## config.mk

```make
export PLATFORM = sky130hd
export DESIGN_NAME = zeroriscy_wb_stage
export DESIGN_NICKNAME = d
export VERILOG_FILES = /design/src/rtl/zeroriscy_defines.sv /design/src/rtl/zeroriscy_load_align.sv /design/src/rtl/zeroriscy_wb_stage.sv
export SDC_FILE = /design/constraint.sdc
export NUM_CORES = 1
export LEC_CHECK = 0
export CAP_MARGIN = 0
export CORE_AREA = 2 2 100 102
export DETAILED_ROUTE_END_ITERATION = 7
export DIE_AREA = 0 0 102 104
export PLACE_DENSITY = 0.74
export SKIP_LAST_GASP = 1
export SLEW_MARGIN = 0
export SYNTH_ARGS = -nofsm -noshare
export SYNTH_HDL_FRONTEND = slang
export SYNTH_HIERARCHICAL = 1
export SYNTH_SLANG_ARGS = --single-unit
```

## constraint.sdc

```tcl
create_clock -name clk -period 2.3 [get_ports clk]
set_input_delay 0.345 -clock clk [delete_from_list [all_inputs] [get_ports clk]]
set_output_delay 0.345 -clock clk [all_outputs]
set_load 0.01 [all_outputs]
```

## src/rtl/zeroriscy_defines.sv

```systemverilog
// Shared types and constants for the writeback stage and load alignment.
package zeroriscy_defines;

    // Writeback FSM states.
    typedef enum logic {
        WB_IDLE      = 1'b0,
        WB_WAIT_LOAD = 1'b1
    } wb_state_e;

    // Load size encoding, identical to the LSU data_type encoding; 2'b11 behaves as a word.
    localparam logic [1:0] WB_TYPE_WORD = 2'b00;
    localparam logic [1:0] WB_TYPE_HALF = 2'b01;
    localparam logic [1:0] WB_TYPE_BYTE = 2'b10;

endpackage

```

## src/rtl/zeroriscy_load_align.sv

```systemverilog
// Combinational load data alignment: rotate the word-aligned read data so the
// addressed byte lands in bits [7:0], then extract and extend to 32 bits.
module zeroriscy_load_align
    import zeroriscy_defines::*;
(
    input  logic [31:0] rdata,
    input  logic [1:0]  lsb,
    input  logic [1:0]  data_type,
    input  logic        sign_ext,
    output logic [31:0] result
);

    logic [31:0] rotated;

    // Rotate right by 8*lsb; a half at lsb 11 therefore wraps byte 0 into [15:8].
    always_comb begin
        unique case (lsb)
            2'b00:   rotated = rdata;
            2'b01:   rotated = {rdata[7:0],  rdata[31:8]};
            2'b10:   rotated = {rdata[15:0], rdata[31:16]};
            default: rotated = {rdata[23:0], rdata[31:24]};
        endcase
    end

    // Extract the requested size and extend.
    always_comb begin
        unique case (data_type)
            WB_TYPE_BYTE: result = {{24{sign_ext & rotated[7]}}, rotated[7:0]};
            WB_TYPE_HALF: result = {{16{sign_ext & rotated[15]}}, rotated[15:0]};
            default:      result = rotated;
        endcase
    end

endmodule

```

## src/rtl/zeroriscy_wb_stage.sv

```systemverilog
// Writeback stage: registers execute results, waits for load responses, aligns
// load data and drives the single register-file write port.
module zeroriscy_wb_stage
    import zeroriscy_defines::*;
#(
    parameter int unsigned ADDR_W = 5
) (
    input  logic              clk,
    input  logic              rst,
    input  logic              ex_valid_i,
    output logic              wb_ready_o,
    input  logic [31:0]       ex_wdata_i,
    input  logic [ADDR_W-1:0] ex_waddr_i,
    input  logic              ex_we_i,
    input  logic              ex_is_load_i,
    input  logic [1:0]        ex_data_type_i,
    input  logic              ex_sign_ext_i,
    input  logic [1:0]        ex_addr_lsb_i,
    input  logic              data_rvalid_i,
    input  logic [31:0]       data_rdata_i,
    input  logic              data_err_i,
    output logic              regfile_we_o,
    output logic [ADDR_W-1:0] regfile_waddr_o,
    output logic [31:0]       regfile_wdata_o,
    output logic              load_pending_o,
    output logic [ADDR_W-1:0] load_waddr_o,
    output logic              load_err_o,
    output logic              retire_o
);

    wb_state_e         state_q, state_d;

    logic [ADDR_W-1:0] ld_waddr_q;
    logic [1:0]        ld_type_q;
    logic              ld_sign_q;
    logic [1:0]        ld_lsb_q;

    logic              we_q, we_d;
    logic [ADDR_W-1:0] waddr_q, waddr_d;
    logic [31:0]       wdata_q, wdata_d;
    logic              retire_q, retire_d;
    logic              err_q, err_d;

    logic              accept;
    logic              resp;
    logic [31:0]       load_data;

    assign accept = ex_valid_i && (state_q == WB_IDLE);
    assign resp   = data_rvalid_i && (state_q == WB_WAIT_LOAD);

    zeroriscy_load_align u_load_align (
        .rdata     (data_rdata_i),
        .lsb       (ld_lsb_q),
        .data_type (ld_type_q),
        .sign_ext  (ld_sign_q),
        .result    (load_data)
    );

    // State register.
    always_ff @(posedge clk) begin
        if (rst) begin
            state_q <= WB_IDLE;
        end else begin
            state_q <= state_d;
        end
    end

    // Next-state logic.
    always_comb begin
        state_d = state_q;
        unique case (state_q)
            WB_IDLE:      if (ex_valid_i && ex_is_load_i) state_d = WB_WAIT_LOAD;
            WB_WAIT_LOAD: if (data_rvalid_i) state_d = WB_IDLE;
            default:      state_d = WB_IDLE;
        endcase
    end

    // State-decoded outputs.
    always_comb begin
        wb_ready_o     = (state_q == WB_IDLE);
        load_pending_o = (state_q == WB_WAIT_LOAD);
    end

    // Capture the load attributes on acceptance; held for the whole wait.
    always_ff @(posedge clk) begin
        if (rst) begin
            ld_waddr_q <= '0;
            ld_type_q  <= WB_TYPE_WORD;
            ld_sign_q  <= 1'b0;
            ld_lsb_q   <= 2'b00;
        end else if (accept && ex_is_load_i) begin
            ld_waddr_q <= ex_waddr_i;
            ld_type_q  <= ex_data_type_i;
            ld_sign_q  <= ex_sign_ext_i;
            ld_lsb_q   <= ex_addr_lsb_i;
        end
    end

    // Next write/retire/error values; pulses default low so they last one cycle.
    always_comb begin
        we_d     = 1'b0;
        waddr_d  = waddr_q;
        wdata_d  = wdata_q;
        retire_d = 1'b0;
        err_d    = 1'b0;
        if (accept && !ex_is_load_i) begin
            we_d     = ex_we_i && (ex_waddr_i != '0);
            waddr_d  = ex_waddr_i;
            wdata_d  = ex_wdata_i;
            retire_d = 1'b1;
        end else if (resp) begin
            retire_d = 1'b1;
            if (data_err_i) begin
                err_d = 1'b1;
            end else begin
                we_d    = (ld_waddr_q != '0);
                waddr_d = ld_waddr_q;
                wdata_d = load_data;
            end
        end
    end

    // Write register and pulse outputs.
    always_ff @(posedge clk) begin
        if (rst) begin
            we_q     <= 1'b0;
            waddr_q  <= '0;
            wdata_q  <= '0;
            retire_q <= 1'b0;
            err_q    <= 1'b0;
        end else begin
            we_q     <= we_d;
            waddr_q  <= waddr_d;
            wdata_q  <= wdata_d;
            retire_q <= retire_d;
            err_q    <= err_d;
        end
    end

    assign regfile_we_o    = we_q;
    assign regfile_waddr_o = waddr_q;
    assign regfile_wdata_o = wdata_q;
    assign load_waddr_o    = ld_waddr_q;
    assign load_err_o      = err_q;
    assign retire_o        = retire_q;

endmodule

```

# [Yosys cells after proc, flatten, opt, wreduce, memory -nomap -nowiden]
# Cells that the tools add are included.
# W data, S select, Z words.
[word_totals] reg_bits=51 out_inout_bits=47 elab_cells=49
[op_classes] eq_ne=5 n_mux=17 bitwise_logic=4 reduce_logical=13
[op_table] operator="$mux W32" count=3
[op_table] operator="$pmux W32 S3" count=1
[op_table] operator="$pmux W32 S2" count=1
[op_table] operator="$mux W5" count=3
[op_table] operator="$reduce_bool A5 Y1" count=2
[op_table] operator="$mux W1" count=8
[op_table] operator="$logic_and A1 B1 Y1" count=6
[op_table] operator="$eq A2 B1 Y1 const B" count=2
[op_table] operator="$eq A2 B2 Y1 const B" count=2
[op_table] operator="$reduce_or A3 Y1" count=1
[op_table] operator="$and A1 B1 Y1" count=2
[op_table] operator="$logic_not A2 Y1" count=1
[op_table] operator="$ne A2 B1 Y1 const B" count=1
[op_table] operator="$not A1 Y1" count=2
[op_table] operator="$pmux W1 S2" count=1
[op_table] operator="$reduce_and A2 Y1" count=1
[op_table] operator="$reduce_bool A2 Y1" count=1
[op_table] operator="$logic_not A1 Y1" count=1

# [Depth between registers and ports, before layout]
[logic_depth] ltp_word=7 ltp_mapped=9 mapped_depth_nobuf=7

# [Hierarchy]
# Netlist, hierarchy kept.
[modules_own_cells] mod="zeroriscy_wb_stage" n_inst=1 cells_per_inst=212 area_each_um2=2235.9 seq_area_each_um2=1021.0
[modules_own_cells] mod="zeroriscy_load_align" n_inst=1 cells_per_inst=84 area_each_um2=1041.0 seq_area_each_um2=0.0

# [Worst setup path before layout]
# Ideal clock, no wire load.
[synth_path] kind="register to register" start="register ld_lsb_q[0]" end="register wdata_q[27], in the netlist regfile_wdata_o[27]" setup_time_ps=121 arrival_ps=1824 t_required_ps=2179 path_slack_ps=354 stages_incl_launch_ff=8 n_path_buf=2 synth_period_minus_slack_ps=1946 path_cell_list="dfxtp_1 > clkbuf_1 > mux4_2 > a32o_2 > buf_6 > a21o_1 > a22oi_1 > o21ai_2"
[synth_via] elab_chain_len=7 elab_cells_between_ends=10 classes_between="eq/ne: 2; mux: 5; bitwise: 2; reduce/logical: 1"
[synth_rtl] item="from (decl)" line="zeroriscy_wb_stage.sv:36" rtl="logic [1:0] ld_lsb_q;"
[synth_rtl] item="from (signal assigned)" line="zeroriscy_wb_stage.sv:95" rtl="ld_lsb_q <= ex_addr_lsb_i;"
[synth_rtl] item="$eq A2 B2 Y1, or another cell as far along" line="zeroriscy_load_align.sv:17" rtl="unique case (lsb)"
[synth_rtl] item="$pmux W32 S3 *" line="zeroriscy_load_align.sv:17"
[synth_rtl] item="$and A1 B1 Y1 (on tied branches)" line="zeroriscy_load_align.sv:29, zeroriscy_load_align.sv:28"
[synth_rtl] item="$pmux W32 S2 *" line="zeroriscy_load_align.sv:27" rtl="unique case (data_type)"
[synth_rtl] item="net load_data[27]" line="zeroriscy_wb_stage.sv:46" rtl="logic [31:0] load_data;"
[synth_rtl] item="$mux W32 *" line="zeroriscy_wb_stage.sv:113" rtl="if (data_err_i) begin"
[synth_rtl] item="$mux W32 *" line="zeroriscy_wb_stage.sv:111" rtl="end else if (resp) begin"
[synth_rtl] item="$mux W32 *" line="zeroriscy_wb_stage.sv:106" rtl="if (accept && !ex_is_load_i) begin"
[synth_rtl] item="to (signal assigned)" line="zeroriscy_wb_stage.sv:134" rtl="wdata_q <= wdata_d;"
[synth_rtl] item="to (decl)" line="zeroriscy_wb_stage.sv:40" rtl="logic [31:0] wdata_q, wdata_d;"
# The timed path passes the listed nets; every way through them passes the cells marked *. The select of a mux whose other input is x is not followed.
# A chain may end at the register's enable or synchronous reset.

# [Final worst setup path]
[layout_path] start="input data_rdata_i[15]" end="register wdata_q[25], in the netlist regfile_wdata_o[25]"
[layout_via] elab_chain_len=6 elab_cells_between_ends=7 classes_between="mux: 5; bitwise: 2"
[layout_rtl] item="from (decl)" line="zeroriscy_wb_stage.sv:20" rtl="input logic [31:0] data_rdata_i,"
[layout_rtl] item="$pmux W32 S3 *" line="zeroriscy_load_align.sv:17"
[layout_rtl] item="$and A1 B1 Y1 (on tied branches)" line="zeroriscy_load_align.sv:29, zeroriscy_load_align.sv:28"
[layout_rtl] item="$pmux W32 S2 *" line="zeroriscy_load_align.sv:27"
[layout_rtl] item="net load_data[25]" line="zeroriscy_wb_stage.sv:46"
[layout_rtl] item="$mux W32 *" line="zeroriscy_wb_stage.sv:113"
[layout_rtl] item="$mux W32 *" line="zeroriscy_wb_stage.sv:111"
[layout_rtl] item="$mux W32 *" line="zeroriscy_wb_stage.sv:106"
# Marked as above.

==> results by group <==
Timing
  • Hold Fails Final Rpt: 0
  • Final Critical Period: 2034 ps
  • Slew HR: 72.36%
  • RSZ-0062 raised after global routing: false
  • Max Slew Vio Count: 0
  • Final period utilization: 88.44%
  • Max Fclk: 491.6 MHz
  • Worst slew pin tran: 414.6 ps
  • # setup viols final: 0
  • Worst Clk Skew: 8.579 ps

Setup path
  • Critical R2R Launch: ld_lsb_q[1]$_SDFFE_PP0P_
  • Levels on crit path: 6
  • Critical path buffer and inverter count: 1
  • Startpoint Class: primary input
  • Crit path cell chain: clkdlybuf4s50_1 -> mux4_2 -> a32o_2 -> a21o_1 -> a22oi_1 -> o21ai_2
  • Critical Path RT: 2490 ps
  • CP arrival: 2230 ps
  • Crit Reg-Reg Endpoint: regfile_wdata_o[25]$_SDFFE_PP0P_
  • CP Max Fanout: 16
  • Critical Path Sink: regfile_wdata_o[25]$_SDFFE_PP0P_
  • FF-to-FF setup slack: 290 ps
  • Critical Path Start: data_rdata_i[15]
  • Worst reg2reg path depth: 5
  • Highest cell delay on the worst timing path: 510 ps
  • Crit path kind: primary input to register
  • Critical-path top delay cell: mux4_2
  • Critical path's top delay family: compound AO/OA/AOI/OAI gates
  • Setup crit end kind: register

Yosys
  • Synthesized area: 0.003277 mm2
  • Register bit total from synthesis: 51
  • Syn Inst Count: 296
  • Top-count cell post-synth: dfxtp_1
  • Area leader, netlist: dfxtp_1
  • Fraction of registers with async set/reset: 0%
  • EDFF count, synth: 0
  • Top_reg_cell synth: dfxtp_1
  • Post-synthesis cell type count: 31
  • Post-synth top cells: 51 x dfxtp_1, 41 x inv_1, 32 x mux4_2
  • Sequential area share after synthesis: 31.16%
  • Synth Net Count: 379
  • Yosys top cell area share: 31.16%
  • Ys Warns: 6
  • Mapped Avg Cell Area: 11.07 um2
  • Synth area leaders: dfxtp_1 31%, mux4_2 22%, o21ai_2 8.0%

Pwr
  • Pleak: 1.734 nW
  • Net Sw Frac: 27.74%
  • Switching pwr: 634.6 uW
  • Total internal power: 1.653 mW
  • PwrDens: 478.7 mW/mm2
  • Pwr Total: 2.288 mW
  • Sequential share of power: 42.3%
  • Clock share of power: 28.6%
  • Comb power frac: 29.0%
  • Max rail drop VDD: 0.2406 mV

Place
  • Gpl congestion: 0.8009
  • Port Buffers: 127
  • Post-detail-place hpwl: 7073 um
  • Dpl cells: 541

Routing
  • Drt via density: 5.069
  • Average wire per cell in the routed design: 17.35 um
  • Post-DRT Antenna Nets: 0
  • Residual DRC: 0
  • First-pass DRT Iterations: 4
  • Vias: 2783
  • Routed WL: 9526 um
  • First DRT Iteration DRCs: 76

Global routing
  • Pin count of the biggest net entering global routing: 39
  • Vias in the first global route: 2911
  • Antenna violations before repair: 0
  • GRT Residual Overflow: 0
  • GRT Overall Usage: 17.93%
  • First-pass GRT wire length: 14950 um

Clocking
  • Clock latency on the worst-skew pair: 300 ps
  • Htree depth: 2
  • Postcts setup bufs: 0
  • CTS buffer count: 5
  • Count of cells resized by post-cts repair: 0
  • CTS max path bufs: 2
  • CTS tree: built
  • Clk root buf: clkbuf_8
  • Clk slew on worst S/H paths: 100 ps
  • Clock Sinks: 51
  • Cts hold-fix bufs: 0

Floorplanning
  • I/O pins: 128
  • Starting density of the core: 34.32%
  • Die X: 102 um
  • Core area: 0.009549 mm2
  • Row count: 36
  • Die ar.: 0.01061 mm2
  • Die Span Y: 104 um

Run
  • Number of max-cap violations: 0

Finish
  • N_diodes: 0
  • Final core occ: 50.05%
  • Nets: 498
  • Share of cells above drive strength 1: 25.48%
  • Fin cells: 549
  • Register Area: 0.001023 mm2
  • Area delta synth->final: 45.86%
  • Fillcell total: 887
  • Multi-input logic area: 0.001911 mm2

Status
  • Status: completed

Hold path
  • Hold Crit Class: register to register
[flip-flops by register name, summed over array words and instances (netlist names)]
register	count
regfile_waddr_o	5
ld_sign_q	1
load_waddr_o	5
regfile_we_o	1
retire_o	1
load_err_o	1
ld_type_q	2
ld_lsb_q	2
regfile_wdata_o	32
load_pending_o	1
[worst min path at each step]
stage	startpoint	end	slack (ps)	cells after the start
CTS	regfile_wdata_o[9]$_SDFFE_PP0P_	regfile_wdata_o[9]$_SDFFE_PP0P_	470	2
global placement	regfile_wdata_o[9]$_SDFFE_PP0P_	regfile_wdata_o[9]$_SDFFE_PP0P_	450	2
floorplan	rst	load_pending_o$_SDFF_PP0_	410	1
global route	regfile_wdata_o[13]$_SDFFE_PP0P_	regfile_wdata_o[13]$_SDFFE_PP0P_	490	2
finish	regfile_wdata_o[9]$_SDFFE_PP0P_	regfile_wdata_o[9]$_SDFFE_PP0P_	460	2
detailed placement	regfile_wdata_o[10]$_SDFFE_PP0P_	regfile_wdata_o[10]$_SDFFE_PP0P_	450	2
[area by class of cell]
| class | instances | share of cell area, % |
|---|---|---|
| inverters | 41 | 3.220 |
| clock buffers | 5 | 1.440 |
| repair buffers | 137 | 29.48 |
| well taps | 133 | 3.482 |
| flip-flops and latches | 51 | 21.41 |
| clock inverters | 3 | 0.9948 |
| multi-input cells | 179 | 39.97 |
[layout by cell type, fill, tap and decap left out, types with 2 or more instances in the layout]
master / netlist / routed
clkdlybuf4s50_1: 0 / 127
dfxtp_1: 51 / 49
inv_1: 41 / 41
mux4_2: 32 / 32
o21ai_2: 30 / 30
a22oi_2: 19 / 19
a22oi_1: 18 / 18
o21ai_0: 16 / 16
a21o_1: 16 / 16
nand2_1: 10 / 10
mux2i_1: 10 / 10
nor2_1: 10 / 10
clkbuf_8: 0 / 5
buf_12: 0 / 5
buf_4: 2 / 5
a21oi_1: 2 / 2
or4_1: 2 / 2
dfxtp_2: 0 / 2
ha_1: 2 / 2
[per-stage QoR]
| stage | hold WS, ps | cell area [um2] | worst slack [ps] | TNS, ps |
|---|---|---|---|---|
| final | 464.7 | 4780 | 265.9 | 0 |
| after floorplan | 414.1 | 3277 | 354.2 | 0 |
| after detailed placement | 454.0 | 4663 | -49.55 | -215.5 |
| after CTS | 470.6 | 4780 | 270.2 | 0 |
| after global routing | 487.1 | 4780 | 168.3 | 0 |
| after global placement | 452.2 | 4663 | 26.04 | 0 |
[layer usage]
layer	part of all wire [%]	up-vias	track usage (%)
met4	0.71	0	2.667
met1	43	1365	22.25
li1	-	1335	-
met2	52	77	32.52
met3	4.0	6	3.360
met5	0	-	0
[cell families (layout without fill, tap and decap cells)]
kind of cell / after synthesis / after routing / share of synthesized area [%]
AO/OA/AOI/OAI: 104 / 104 / 27.03
adder cells (fa/ha/maj): 2 / 2 / 0.7635
buffers and inverters: 66 / 186 / 10.81
flip-flops: 51 / 51 / 31.16
multiplexers: 42 / 42 / 25.05
AND/OR/NAND/NOR: 31 / 31 / 5.193
[power by group through the flow]
stage	Sequential [mW]	Clock (mW)	Combinational, mW
floorplan	1.00	0	0.322
global placement	0.988	0	0.653
detailed placement	0.989	0	0.665
CTS	0.969	0.684	0.669
global route	0.975	0.710	0.708
finish	0.969	0.655	0.664
[tightest hold or removal path, stage by stage (launching register included)]
cell and delay [ps]:
dfxtp_1 320, inv_1 60, o21ai_2 50
Power figures use the tool's default switching activity.
